[config.mk]
export PLATFORM = sky130hd
export DESIGN_NAME = traffic_phase_sched
export DESIGN_NICKNAME = d
export VERILOG_FILES = /design/src/rtl/traffic_phase_sched_pkg.sv /design/src/rtl/traffic_phase_sched_rr_phase_pick.sv /design/src/rtl/traffic_phase_sched.sv
export SDC_FILE = /design/constraint.sdc
export NUM_CORES = 1
export LEC_CHECK = 0
export CAP_MARGIN = 25
export CORE_MARGIN = 2
export CORE_UTILIZATION = 27
export CTS_CLUSTER_DIAMETER = 50
export CTS_CLUSTER_SIZE = 12
export DETAILED_ROUTE_END_ITERATION = 8
export RECOVER_POWER = 25
export SLEW_MARGIN = 40
export SYNTH_ARGS = -nofsm -noshare
export SYNTH_HDL_FRONTEND = slang
export SYNTH_SLANG_ARGS = --single-unit
[constraint.sdc]
create_clock -name clk -period 9.6 [get_ports clk]
set_input_delay 0.96 -clock clk [delete_from_list [all_inputs] [get_ports clk]]
set_output_delay 0.96 -clock clk [all_outputs]
set_load 0.02 [all_outputs]
[src/rtl/traffic_phase_sched_pkg.sv]
// Shared definitions for the intersection green-phase scheduler:
// state encodings, light codes, approach indices and small helpers.
package traffic_phase_sched_pkg;

    // Controller states; the cycle is ALLRED -> GREEN -> YELLOW -> ALLRED.
    typedef enum logic [1:0] {
        S_ALLRED = 2'd0,
        S_GREEN  = 2'd1,
        S_YELLOW = 2'd2
    } state_t;

    // Light codes, one-hot {R,Y,G}.
    localparam logic [2:0] LIGHT_RED = 3'b100;
    localparam logic [2:0] LIGHT_YEL = 3'b010;
    localparam logic [2:0] LIGHT_GRN = 3'b001;

    // Approach indices; the search order wraps through these.
    localparam logic [1:0] DIR_NS = 2'd0;
    localparam logic [1:0] DIR_SN = 2'd1;
    localparam logic [1:0] DIR_EW = 2'd2;
    localparam logic [1:0] DIR_WE = 2'd3;

    localparam int NUM_DIRS = 4;

    // All four lights packed together, indexed by approach.
    typedef logic [NUM_DIRS-1:0][2:0] light_vec_t;

    // All approaches red except the chosen one, which shows the given code.
    function automatic light_vec_t single_light(input logic [1:0] dir,
                                                input logic [2:0] code);
        light_vec_t v;
        v      = {NUM_DIRS{LIGHT_RED}};
        v[dir] = code;
        return v;
    endfunction

    // Green length follows the vehicle count, bounded on both sides.
    function automatic logic [3:0] clamp_green(input logic [3:0] cnt,
                                               input logic [3:0] lo,
                                               input logic [3:0] hi);
        logic [3:0] r;
        if (cnt < lo) begin
            r = lo;
        end else if (cnt > hi) begin
            r = hi;
        end else begin
            r = cnt;
        end
        return r;
    endfunction

endpackage

[src/rtl/traffic_phase_sched_rr_phase_pick.sv]
// Combinational next-approach selector. Searches from the start index,
// wrapping: a starved approach wins outright, otherwise the largest count
// wins with ties going to the earliest in search order; with no traffic at
// all the start index itself is chosen.
module rr_phase_pick
    import traffic_phase_sched_pkg::*;
(
    input  logic [NUM_DIRS-1:0][3:0] counts,
    input  logic [NUM_DIRS-1:0]      starved,
    input  logic [1:0]               start,
    output logic [1:0]               sel
);

    // Walk the four approaches in round-robin order from the start index.
    always_comb begin
        logic [1:0] idx;
        logic       found;
        logic [1:0] starved_sel;
        logic [1:0] best_sel;
        logic [3:0] best_cnt;
        idx         = start;
        found       = 1'b0;
        starved_sel = start;
        best_sel    = start;
        best_cnt    = 4'd0;
        for (int k = 0; k < NUM_DIRS; k++) begin
            idx = start + 2'(k);
            if (!found && starved[idx]) begin
                found       = 1'b1;
                starved_sel = idx;
            end
            if (counts[idx] > best_cnt) begin
                best_sel = idx;
                best_cnt = counts[idx];
            end
        end
        sel = found ? starved_sel : best_sel;
    end

endmodule

[src/rtl/traffic_phase_sched.sv]
// Four-approach green-phase scheduler. One approach at a time gets a green
// whose length follows its waiting count, then fixed yellow and all-red
// clearance. Everything advances only on the 1 Hz tick enable.
module traffic_phase_sched
    import traffic_phase_sched_pkg::*;
#(
    parameter int MIN_GREEN = 3,
    parameter int MAX_GREEN = 15,
    parameter int YELLOW_T  = 2,
    parameter int ALLRED_T  = 1,
    parameter int MAX_WAIT  = 40
) (
    input  logic       clk,
    input  logic       rst_n,
    input  logic       tick,
    input  logic [3:0] count_ns_4b,
    input  logic [3:0] count_sn_4b,
    input  logic [3:0] count_ew_4b,
    input  logic [3:0] count_we_4b,
    output logic [2:0] light_ns,
    output logic [2:0] light_sn,
    output logic [2:0] light_ew,
    output logic [2:0] light_we,
    output logic [1:0] phase,
    output logic [3:0] time_left
);

    localparam logic [3:0] MIN_LEN    = 4'(MIN_GREEN);
    localparam logic [3:0] MAX_LEN    = 4'(MAX_GREEN);
    localparam logic [3:0] YEL_LEN    = 4'(YELLOW_T);
    localparam logic [3:0] AR_LEN     = 4'(ALLRED_T);
    localparam logic [5:0] WAIT_LIMIT = 6'(MAX_WAIT);
    localparam logic [5:0] WAIT_SAT   = 6'd63;

    state_t                   state;
    light_vec_t               lights;
    logic [5:0]               wait_cnt [NUM_DIRS];
    logic [NUM_DIRS-1:0][3:0] counts;
    logic [NUM_DIRS-1:0]      starved;
    logic [NUM_DIRS-1:0]      serving_green;
    logic [1:0]               search_start;
    logic [1:0]               pick_sel;
    logic [3:0]               green_len;
    logic                     select_now;

    assign counts       = {count_we_4b, count_ew_4b, count_sn_4b, count_ns_4b};
    assign search_start = phase + 2'd1;
    assign green_len    = clamp_green(counts[pick_sel], MIN_LEN, MAX_LEN);
    assign select_now   = tick && (state == S_ALLRED) && (time_left == 4'd1);

    assign light_ns = lights[DIR_NS];
    assign light_sn = lights[DIR_SN];
    assign light_ew = lights[DIR_EW];
    assign light_we = lights[DIR_WE];

    // Per-approach flags derived from the current registered state.
    always_comb begin
        starved       = '0;
        serving_green = '0;
        for (int i = 0; i < NUM_DIRS; i++) begin
            starved[i]       = (wait_cnt[i] >= WAIT_LIMIT);
            serving_green[i] = (state == S_GREEN) && (phase == 2'(i));
        end
    end

    rr_phase_pick u_pick (
        .counts  (counts),
        .starved (starved),
        .start   (search_start),
        .sel     (pick_sel)
    );

    // Phase sequencer: counts down each interval and moves on when it expires.
    always_ff @(posedge clk or negedge rst_n) begin
        if (!rst_n) begin
            state     <= S_ALLRED;
            time_left <= AR_LEN;
            phase     <= 2'd3;
            lights    <= {NUM_DIRS{LIGHT_RED}};
        end else if (tick) begin
            if (time_left == 4'd1) begin
                case (state)
                    S_ALLRED: begin
                        state     <= S_GREEN;
                        time_left <= green_len;
                        phase     <= pick_sel;
                        lights    <= single_light(pick_sel, LIGHT_GRN);
                    end
                    S_GREEN: begin
                        state     <= S_YELLOW;
                        time_left <= YEL_LEN;
                        lights    <= single_light(phase, LIGHT_YEL);
                    end
                    S_YELLOW: begin
                        state     <= S_ALLRED;
                        time_left <= AR_LEN;
                        lights    <= {NUM_DIRS{LIGHT_RED}};
                    end
                    default: begin
                        state     <= S_ALLRED;
                        time_left <= AR_LEN;
                        lights    <= {NUM_DIRS{LIGHT_RED}};
                    end
                endcase
            end else begin
                time_left <= time_left - 4'd1;
            end
        end
    end

    // Wait counters: reset on selection, otherwise grow while traffic waits.
    always_ff @(posedge clk or negedge rst_n) begin
        if (!rst_n) begin
            for (int i = 0; i < NUM_DIRS; i++) begin
                wait_cnt[i] <= '0;
            end
        end else if (tick) begin
            for (int i = 0; i < NUM_DIRS; i++) begin
                if (select_now && (pick_sel == 2'(i))) begin
                    wait_cnt[i] <= '0;
                end else if (!serving_green[i] && (counts[i] != 4'd0) &&
                             (wait_cnt[i] != WAIT_SAT)) begin
                    wait_cnt[i] <= wait_cnt[i] + 6'd1;
                end
            end
        end
    end

endmodule

==> metrics.yaml, run 1 <==
run_status:
  status: "finished, violations left"
  violations: "capacitance limit, slew limit"
sta:
  final.setup.tns_ns: 0
  timing.fmax_ghz: 0.119
  worst-slew-pin-transition_ns: 2.36
  drv_slew: 45
  slew_headroom_pct: -57.4
  finalCritPeriodShare_pct: 87.4
  final_hold_viol_count: 0
  rsz0062_at_grt: "false"
  min_period_ns: 8.39
  setup_violations: 0
  finClkSkew_ns: 0.00374
floorplan:
  io_pins: 37
  dieHeight_um: 116
  std_cell_rows: 40
  dieArea_um2: 13400
  die_x_um: 116
  initial_utilization_pct: 27.9
  fp.coreArea_um2: 12100
critical_path:
  required_ns: 9.76
  critPathTopFamily: "compound AO/OA/AOI/OAI gates"
  slowest_delay_ns: 0.83
  ff2ff_path_depth: 28
  arrival_ns: 8.56
  r2r-end: "wait_cnt[6]$_DFFE_PN0P_"
  crit_path_start_kind: "flip-flop"
  cpMaxStageDelayCell: "dfstp_2"
  cp_num_buf_inv: 3
  rrSetupSlack_ns: 1.21
  endpoint_kind: "flip-flop"
  worstSetupPathType: "reg2reg"
  worstReg2RegStart: "phase[0]$_DFFE_PN1P_"
  worstPathMaxFanout: 26
  cpMostUsedCell: "ha_1"
worst_hold_path:
  holdPathEnd: "light_we[0]$_DFFE_PN0P_"
  worstHoldStart: "light_we[0]$_DFFE_PN0P_"
  worstHoldPathCells: 2
  hold_class: "reg2reg"
cts:
  cts_buffers: 5
  cts_buffer_depth: 2
  hold_buffers: 0
  cts-root-buf: "clkbuf_16"
  path_clk_slew_ns: 0.06
  post_cts_resize_count: 0
  cts_setup_buffers: 0
  clkLatencyLatePin_ns: 0.28
  cts.htree.levels: 2
  cts_num_sinks: 44
  cts_tree: "built"
global_route:
  grt_pass1_wl_um: 14100
  grt_antenna_before_repair: 0
  grt_max_degree: 45
  grtUsageTotal_pct: 13.2
  grt-ovfl-total: 0
  grt_pass1_vias: 2792
synthesis:
  ys_seq_area_share_pct: 32.8
  synth_nets: 420
  async_flop_share_pct: 100
  syn_inst: 375
  synth_top_family_by_area: "simple AND/OR/NAND/NOR gates"
  yosys-top-cells-area: "dfrtp_1 (27%), ha_1 (9.6%), dfstp_2 (5.4%), mux2i_1 (5.3%), nor2_1 (4.3%)"
  synth_top_area_share_pct: 27.4
  synth_simple_gate_area_share_pct: 19.8
  ys_warn_count: 0
  synth_area_per_cell_um2: 9.01
  yosysUniqueCellTypes: 56
  synthXorXnorAreaFrac_pct: 4.92
  muxShareOfSynthArea_pct: 10.2
  synth_top_area_cell: "dfrtp_1"
  synth_ff_type: "dfrtp_1"
  synth-adder-area-share_pct: 9.63
  syn_area_um2: 3380
  ys_seq_elements: 44
  synth_compound_area_share_pct: 18.2
  synth_edf_count: 0
placement:
  place_hpwl_um: 6430
  port_buffers: 36
  gp_congestion: 0.841
route:
  ant_nets: 0
  vias: 2907
  viasPerCell: 5.06
  wl_per_cell_um: 14.4
  drc: 0
  initialDrtViolationCount: 261
  wl_um: 8300
  drtPass1Iterations: 5
final_layout:
  n_fill_cell: 1267
  final_cell_mix: "nor2_1 (39), dfrtp_1 (37), clkdlybuf4s50_1 (35)"
  syn2layout_area_growth_pct: 20.3
  drive_gt1_share_pct: 8.60
  final_common_cell: "nor2_1"
  multiInputGateArea_um2: 2120
  regArea_um2: 1110
  diodes: 0
  fin_nets: 451
flow_run:
  cap_violations: 1
-- how the worst max path moves through the flow --
stage / startpoint / to / slack [ns] / cells after the start
after floorplan: phase[0]$_DFFE_PN1P_ / light_ew[0]$_DFFE_PN0P_ / 1.90 / 33
after global placement: phase[0]$_DFFE_PN1P_ / wait_cnt[7]$_DFFE_PN0P_ / 1.57 / 28
after detailed placement: phase[0]$_DFFE_PN1P_ / wait_cnt[6]$_DFFE_PN0P_ / 1.25 / 28
after CTS: phase[0]$_DFFE_PN1P_ / wait_cnt[6]$_DFFE_PN0P_ / 1.23 / 28
after global routing: phase[0]$_DFFE_PN1P_ / wait_cnt[6]$_DFFE_PN0P_ / 0.40 / 28
final: phase[0]$_DFFE_PN1P_ / wait_cnt[6]$_DFFE_PN0P_ / 1.21 / 28
-- through the flow --
stage	util, %	instances	hold WS (ns)	setup WS [ns]	cell area (um2)
6_report	33.6	575	0.486	1.21	4060
5_1_grt	33.6	575	0.514	0.404	4060
4_1_cts	33.6	575	0.498	1.23	4070
3_5_place_dp	32.2	567	0.473	1.25	3900
3_3_place_gp	32.1	567	0.473	1.57	3890
2_1_floorplan	-	375	0.513	1.90	3380
-- routing by layer --
layer  vias to the layer above  part of all wire [%]  GRT usage [%]
met5                         -                     0              0
met1                      1412                    45           17.5
met3                         9                   3.7           2.14
met2                        66                    50           22.5
met4                         0                   1.1           3.02
li1                       1420                     -              -
-- state kept, by name, summed over array words and instances, names as in the netlist --
register,cells
light_ew,3
light_ns,3
light_sn,3
light_we,3
phase,2
state,2
time_left,4
wait_cnt,24
-- worst min-delay path: stages, from the launching register on --
cell	delay (ns)
dfrtp_1	0.35
nand2_1	0.05
nand2_1	0.05
-- area by class of cell --
class | instances | area share (%)
Clock buffer | 5 | 3.08
Clock inverter | 3 | 1.14
Inverter | 20 | 1.85
Multi-Input combinational cell | 296 | 52.2
Sequential cell | 44 | 27.3
Tap cell | 168 | 5.17
Timing Repair Buffer | 39 | 9.27
-- cells in the mapped netlist (10+ instances only) --
cell	instances
a21oi_1	24
a31oi_1	10
dfrtp_1	37
ha_1	26
inv_1	20
mux2i_1	18
nand2_1	30
nand4_1	10
nor2_1	39
o21ai_0	20
xor2_1	13
-- kinds of logic after synthesis --
| kind of cell | Yosys count |
|---|---|
| muxes | 28 |
| adders and majority gates | 26 |
| xor gates and xnor gates | 19 |
| and+or+nand+nor | 131 |
| DFF | 44 |
| buffers and inverters | 35 |
| AOI/OAI and AO/OA | 92 |
Power of run 1 is left out: the tool's default activity adds up to more than one toggle a clock period on the data nets, which glitch-free logic cannot reach.
==> run 2: changes to the inputs <==
==> constraint.sdc (replaced) <==
create_clock -name clk -period 10.6 [get_ports clk]
set_input_delay 1.06 -clock clk [delete_from_list [all_inputs] [get_ports clk]]
set_output_delay 1.06 -clock clk [all_outputs]
set_load 0.02 [all_outputs]
==> run 2 against run 1 <==
Compared with the run above: clock-buffer cell count unchanged; register-to-register slack better by 1.1 ns; utilization down 0.25 points; the flow still finishes with violations (capacitance limit, slew limit); critical path type unchanged.
==> metrics.yaml, run 2 (synthesized netlist as in run 1, its figures left out) <==
sta:
  finalCritPeriodShare_pct: 77.8  # -9.6 points
  final.setup.tns_ns: 0  # unchanged
  rsz0062_at_grt: "false"
  worst-slew-pin-transition_ns: 2.32  # -0.0457 ns
  min_period_ns: 8.25  # -0.144 ns
  setup_violations: 0  # unchanged
  slew_headroom_pct: -54.4  # +3.0 points
  final_hold_viol_count: 0  # unchanged
  finClkSkew_ns: 0.00850  # +0.00476 ns
  timing.fmax_ghz: 0.121  # +1.8%
  drv_slew: 45  # unchanged
final_layout:
  regMostFlops: "wait_cnt"
  syn2layout_area_growth_pct: 19.4
  n_fill_cell: 1272  # +0.39%
  drive_gt1_share_pct: 8.62  # +0.021 points
  fin_nets: 450  # -0.22%
  regArea_um2: 1110  # unchanged
  largest_registers: "wait_cnt: 24 flops, time_left: 4 flops"
  largest_reg_flops: 24  # unchanged
  final_common_cell: "nor2_1"
  final_cell_mix: "nor2_1 (39), dfrtp_1 (37), clkdlybuf4s50_1 (35)"
  multiInputGateArea_um2: 2120  # +0.12%
  diodes: 0  # unchanged
route:
  drc: 0  # unchanged
  vias: 2856  # -1.8%
  drtPass1Iterations: 4  # -1
  wl_per_cell_um: 14.0  # -3.2%
  ant_nets: 0  # unchanged
  viasPerCell: 4.98  # -1.6%
  wl_um: 8020  # -3.4%
  initialDrtViolationCount: 197  # -25%
critical_path:
  worstReg2RegStart: "phase[0]$_DFFE_PN1P_"
  endpoint_kind: "flip-flop"
  crit_path_start_kind: "flip-flop"
  worstSetupPathType: "reg2reg"
  critPathLaunch: "phase[0]$_DFFE_PN1P_"
  worstPathMaxFanout: 26  # unchanged
  arrival_ns: 8.41  # -0.15 ns
  required_ns: 10.76  # +1.00 ns
global_route:
  grt_antenna_before_repair: 0  # unchanged
  grt_pass1_wl_um: 13200  # -6.3%
  grt_busiest_layer: "met2"
  grtUsageTotal_pct: 12.4  # -0.77 points
  grt_use_met3_pct: 2.30  # +0.16 points
  grt-ovfl-total: 0  # unchanged
  use_met1_pct: 16.5  # -1.0 points
  grt_pass1_vias: 2685  # -3.8%
  grt_max_degree: 45  # unchanged
  grt_util_met2_pct: 20.3  # -2.2 points
cts:
  cts_setup_buffers: 0  # unchanged
  cts.htree.levels: 2  # unchanged
  cts_num_sinks: 44  # unchanged
  hold_buffers: 0  # unchanged
  cts_buffers: 5  # unchanged
  cts_buffer_depth: 2  # unchanged
  path_clk_slew_ns: 0.06  # about the same
  clkLatencyLatePin_ns: 0.28  # about the same
  post_cts_resize_count: 0  # unchanged
  cts_tree: "built"
  cts-root-buf: "clkbuf_16"
floorplan:
  io_pins: 37  # unchanged
  dieArea_um2: 13400  # unchanged
  die_x_um: 116  # unchanged
  initial_utilization_pct: 27.9  # unchanged
  std_cell_rows: 40  # unchanged
  fp.coreArea_um2: 12100  # unchanged
  dieHeight_um: 116  # unchanged
run_status:
  violations: "capacitance limit, slew limit"
  status: "finished, violations left"
placement:
  gp_congestion: 0.988  # +17%
  port_buffers: 36  # unchanged
  place_hpwl_um: 6190  # -3.7%
worst_hold_path:
  worstHoldStart: "light_ns[0]$_DFFE_PN0P_"
  hold_class: "reg2reg"
flow_run:
  cap_violations: 1  # unchanged
==> run 2: worst paths after layout <==
kind,endpoint,cells after the start,slack (ns)
max,wait_cnt[9]$_DFFE_PN0P_,25,2.35
min,light_ns[0]$_DFFE_PN0P_,1,0.48
max reg2reg,wait_cnt[9]$_DFFE_PN0P_,25,2.35
min reg2reg,light_ns[0]$_DFFE_PN0P_,1,0.48
max in group asynchronous,time_left[2]$_DFFE_PN0P_,1,7.81
min in group asynchronous,wait_cnt[2]$_DFFE_PN0P_,1,1.48
==> run 2: per-stage QoR <==
step / setup slack [ns] / std cells / hold WS [ns] / area [um2] / util, %
6_report: 2.35 / 574 / 0.478 / 4030 / 33.3
3_5_place_dp: 2.39 / 566 / 0.470 / 3890 / 32.1
4_1_cts: 2.39 / 574 / 0.483 / 4040 / 33.3
2_1_floorplan: 2.90 / 375 / 0.513 / 3380 / -
3_3_place_gp: 2.37 / 566 / 0.473 / 3890 / 32.1
5_1_grt: 1.59 / 574 / 0.510 / 4030 / 33.3
==> run 2: critical path: stages (launching register included) <==
cell and delay, ns:
dfstp_2 0.84, inv_1 0.38, ha_2 0.79, mux2_2 0.41, o21ai_0 0.30, ha_1 0.31
nor2b_1 0.13, o21ai_0 0.27, a22oi_1 0.24, o21ai_0 0.28, inv_1 0.07, ha_1 0.28
nor2b_1 0.12, o211ai_1 0.08, a21oi_1 0.56, nand2b_1 0.20, nand2_1 0.06, ha_1 0.31
and3b_1 0.20, a2111oi_2 0.40, nor2_1 0.09, o211a_1 0.24, o21ai_0 0.43, and2_1 0.64
and3_1 0.41, nor2_1 0.09
==> run 2: cell type report <==
| cell class | instances | share of cell area, % |
|---|---|---|
| clock inverters | 3 | 0.527 |
| repair buffers | 38 | 9.15 |
| multi-input cells | 296 | 52.6 |
| flip-flops and latches | 44 | 27.5 |
| clock buffers | 5 | 3.10 |
| inverters | 20 | 1.86 |
| well taps | 168 | 5.21 |
==> run 2: metal layers <==
layer  share of wire, %  vias to the layer above
met1                 46                     1358
li1                   -                     1422
met4                1.7                        0
met5                  0                        -
met2                 48                       65
met3                4.0                       11
Power of run 2 is left out for the same reason.
==> run 3: changes to the inputs <==
==> constraint.sdc (replaced) <==
create_clock -name clk -period 8.35 [get_ports clk]
set_input_delay 0.835 -clock clk [delete_from_list [all_inputs] [get_ports clk]]
set_output_delay 0.835 -clock clk [all_outputs]
set_load 0.02 [all_outputs]
==> run 3 against run 2 <==
Compared with the run above: clock skew shrank 0.0046 ns; via count increased by 1.7%; final cell count is 0.70% higher; highest routed layer unchanged; the flow still finishes with violations (capacitance limit, slew limit); first-iteration DRC count down 21%; sequential share of layout area down 0.30 points; fmax grew 10%; final area is 1.1% higher; sequential cell count stayed put.
==> metrics.yaml, run 3 (synthesized netlist as in run 1, its figures left out) <==
global_route:
  grtUsageTotal_pct: 13.2  # +0.79 points
  grt_pass1_wl_um: 14100  # +6.4%
  grt_antenna_before_repair: 0  # unchanged
  grt_pass1_vias: 2858  # +6.4%
  grt_max_degree: 45  # unchanged
  grt-ovfl-total: 0  # unchanged
cts:
  cts-root-buf: "clkbuf_16"
  cts_setup_buffers: 0  # unchanged
  cts_buffers: 5  # unchanged
  post_cts_resize_count: 0  # unchanged
  cts.htree.levels: 2  # unchanged
  cts_buffer_depth: 2  # unchanged
  cts_tree: "built"
  cts_num_sinks: 44  # unchanged
  clkLatencyLatePin_ns: 0.28  # about the same
  path_clk_slew_ns: 0.06  # about the same
  hold_buffers: 0  # unchanged
critical_path:
  endpoint_kind: "flip-flop"
  cpMostUsedCell: "ha_1"
  worstPathMaxFanout: 14  # -46%
  cpMaxStageDelayCell: "and2_1"
  required_ns: 8.51  # -2.25 ns
  arrival_ns: 7.64  # -0.77 ns
  worstSetupPathType: "reg2reg"
  crit_path_start_kind: "flip-flop"
  slowest_delay_ns: 0.63  # -0.21 ns
floorplan:
  initial_utilization_pct: 27.9  # unchanged
  fp.coreArea_um2: 12100  # unchanged
  dieHeight_um: 116  # unchanged
  std_cell_rows: 40  # unchanged
  die_x_um: 116  # unchanged
  io_pins: 37  # unchanged
  dieArea_um2: 13400  # unchanged
final_layout:
  fin_nets: 454  # +0.89%
  largest_reg_flops: 24  # unchanged
  largest_registers: "wait_cnt: 24 flops, time_left: 4 flops"
  diodes: 0  # unchanged
  regMostFlops: "wait_cnt"
  final_common_cell: "nor2_1"
  syn2layout_area_growth_pct: 20.7
  drive_gt1_share_pct: 9.02  # +0.40 points
  final_cell_mix: "nor2_1 (39), dfrtp_1 (37), clkdlybuf4s50_1 (35)"
  n_fill_cell: 1280  # +0.63%
flow_run:
  cap_violations: 1  # unchanged
run_status:
  violations: "capacitance limit, slew limit"
  status: "finished, violations left"
route:
  wl_per_cell_um: 14.8  # +5.8%
  drtPass1Iterations: 4  # unchanged
  drc: 0  # unchanged
  ant_nets: 0  # unchanged
  wl_um: 8540  # +6.5%
  vias: 2905  # +1.7%
  initialDrtViolationCount: 155  # -21%
  viasPerCell: 5.03  # +1.0%
sta:
  final_hold_viol_count: 0  # unchanged
  finalHoldWorstSlack_ns: 0.479  # +0.000799 ns
  worst-slew-pin-transition_ns: 2.42  # +0.104 ns
  finClkSkew_ns: 0.00385  # -0.00465 ns
  min_period_ns: 7.48  # -0.772 ns
  finalCritPeriodShare_pct: 89.5  # +12 points
  slew_headroom_pct: -61.3  # -6.9 points
  timing.fmax_ghz: 0.134  # +10%
  setup_violations: 0  # unchanged
  final.setup.tns_ns: 0  # unchanged
  rsz0062_at_grt: "false"
  drv_slew: 45  # unchanged
worst_hold_path:
  hold_class: "reg2reg"
placement:
  place_hpwl_um: 6500  # +5.0%
  port_buffers: 36  # unchanged
  gp_congestion: 0.899  # -9.0%
==> run 3: cell count changes in the layout (fill, tap and decap cells not counted) <==
cell	previous run	this run
buf_4	2	6
bufinv_16	0	1
clkbuf_1	1	2
clkinvlp_4	1	0
ha_1	25	26
ha_2	1	0
inv_6	1	0
==> run 3: final timing paths <==
path	startpoint	endpoint	slack, ns	cells past startpoint
worst min-delay path	light_we[1]$_DFFE_PN0P_	light_we[1]$_DFFE_PN0P_	0.48	2
max in group asynchronous	rst_n	light_we[1]$_DFFE_PN0P_	5.68	1
worst min register to register	light_we[1]$_DFFE_PN0P_	light_we[1]$_DFFE_PN0P_	0.48	2
min in group asynchronous	rst_n	wait_cnt[12]$_DFFE_PN0P_	1.29	1
worst max-delay path	phase[1]$_DFFE_PN1P_	wait_cnt[10]$_DFFE_PN0P_	0.87	25
worst max register to register	phase[1]$_DFFE_PN1P_	wait_cnt[10]$_DFFE_PN0P_	0.87	25
==> run 3: layer usage <==
layer | track usage (%) | wire, um
met3 | 3.19 | 414
met5 | 0 | 0
met1 | 17.3 | 3870
met4 | 3.81 | 99
met2 | 21.7 | 4160
==> run 3: per-stage QoR <==
stage	utilization [%]	area, um2	setup slack [ns]	instances
after floorplan	-	3380	0.650	375
after global placement	32.3	3920	1.14	570
after detailed placement	32.4	3920	0.843	570
after CTS	33.7	4080	0.892	578
after global routing	33.7	4080	0.107	578
final	33.7	4080	0.873	578
==> run 3: area by class of cell <==
type	instances	area (um2)	area share [%]
clock buffer	6	129	3.16
timing repair buffer	42	399	9.79
sequential	44	1110	27.2
clock inverter	2	35.0	0.859
inverter	20	75.1	1.84
multi-input combinational	296	2120	52.0
tap	168	210	5.15
==> run 3: worst max-delay path: cells and delay by family (launching register included) <==
| kind | cells | cell delay [ns] |
|---|---|---|
| AO/OA/AOI/OAI | 8 | 2.55 |
| adder cells (fa/ha/maj) | 4 | 1.48 |
| buffers and inverters | 2 | 0.33 |
| flip-flops | 1 | 0.56 |
| multiplexers | 1 | 0.26 |
| AND/OR/NAND/NOR | 10 | 2.16 |
Power of run 3 is left out for the same reason.
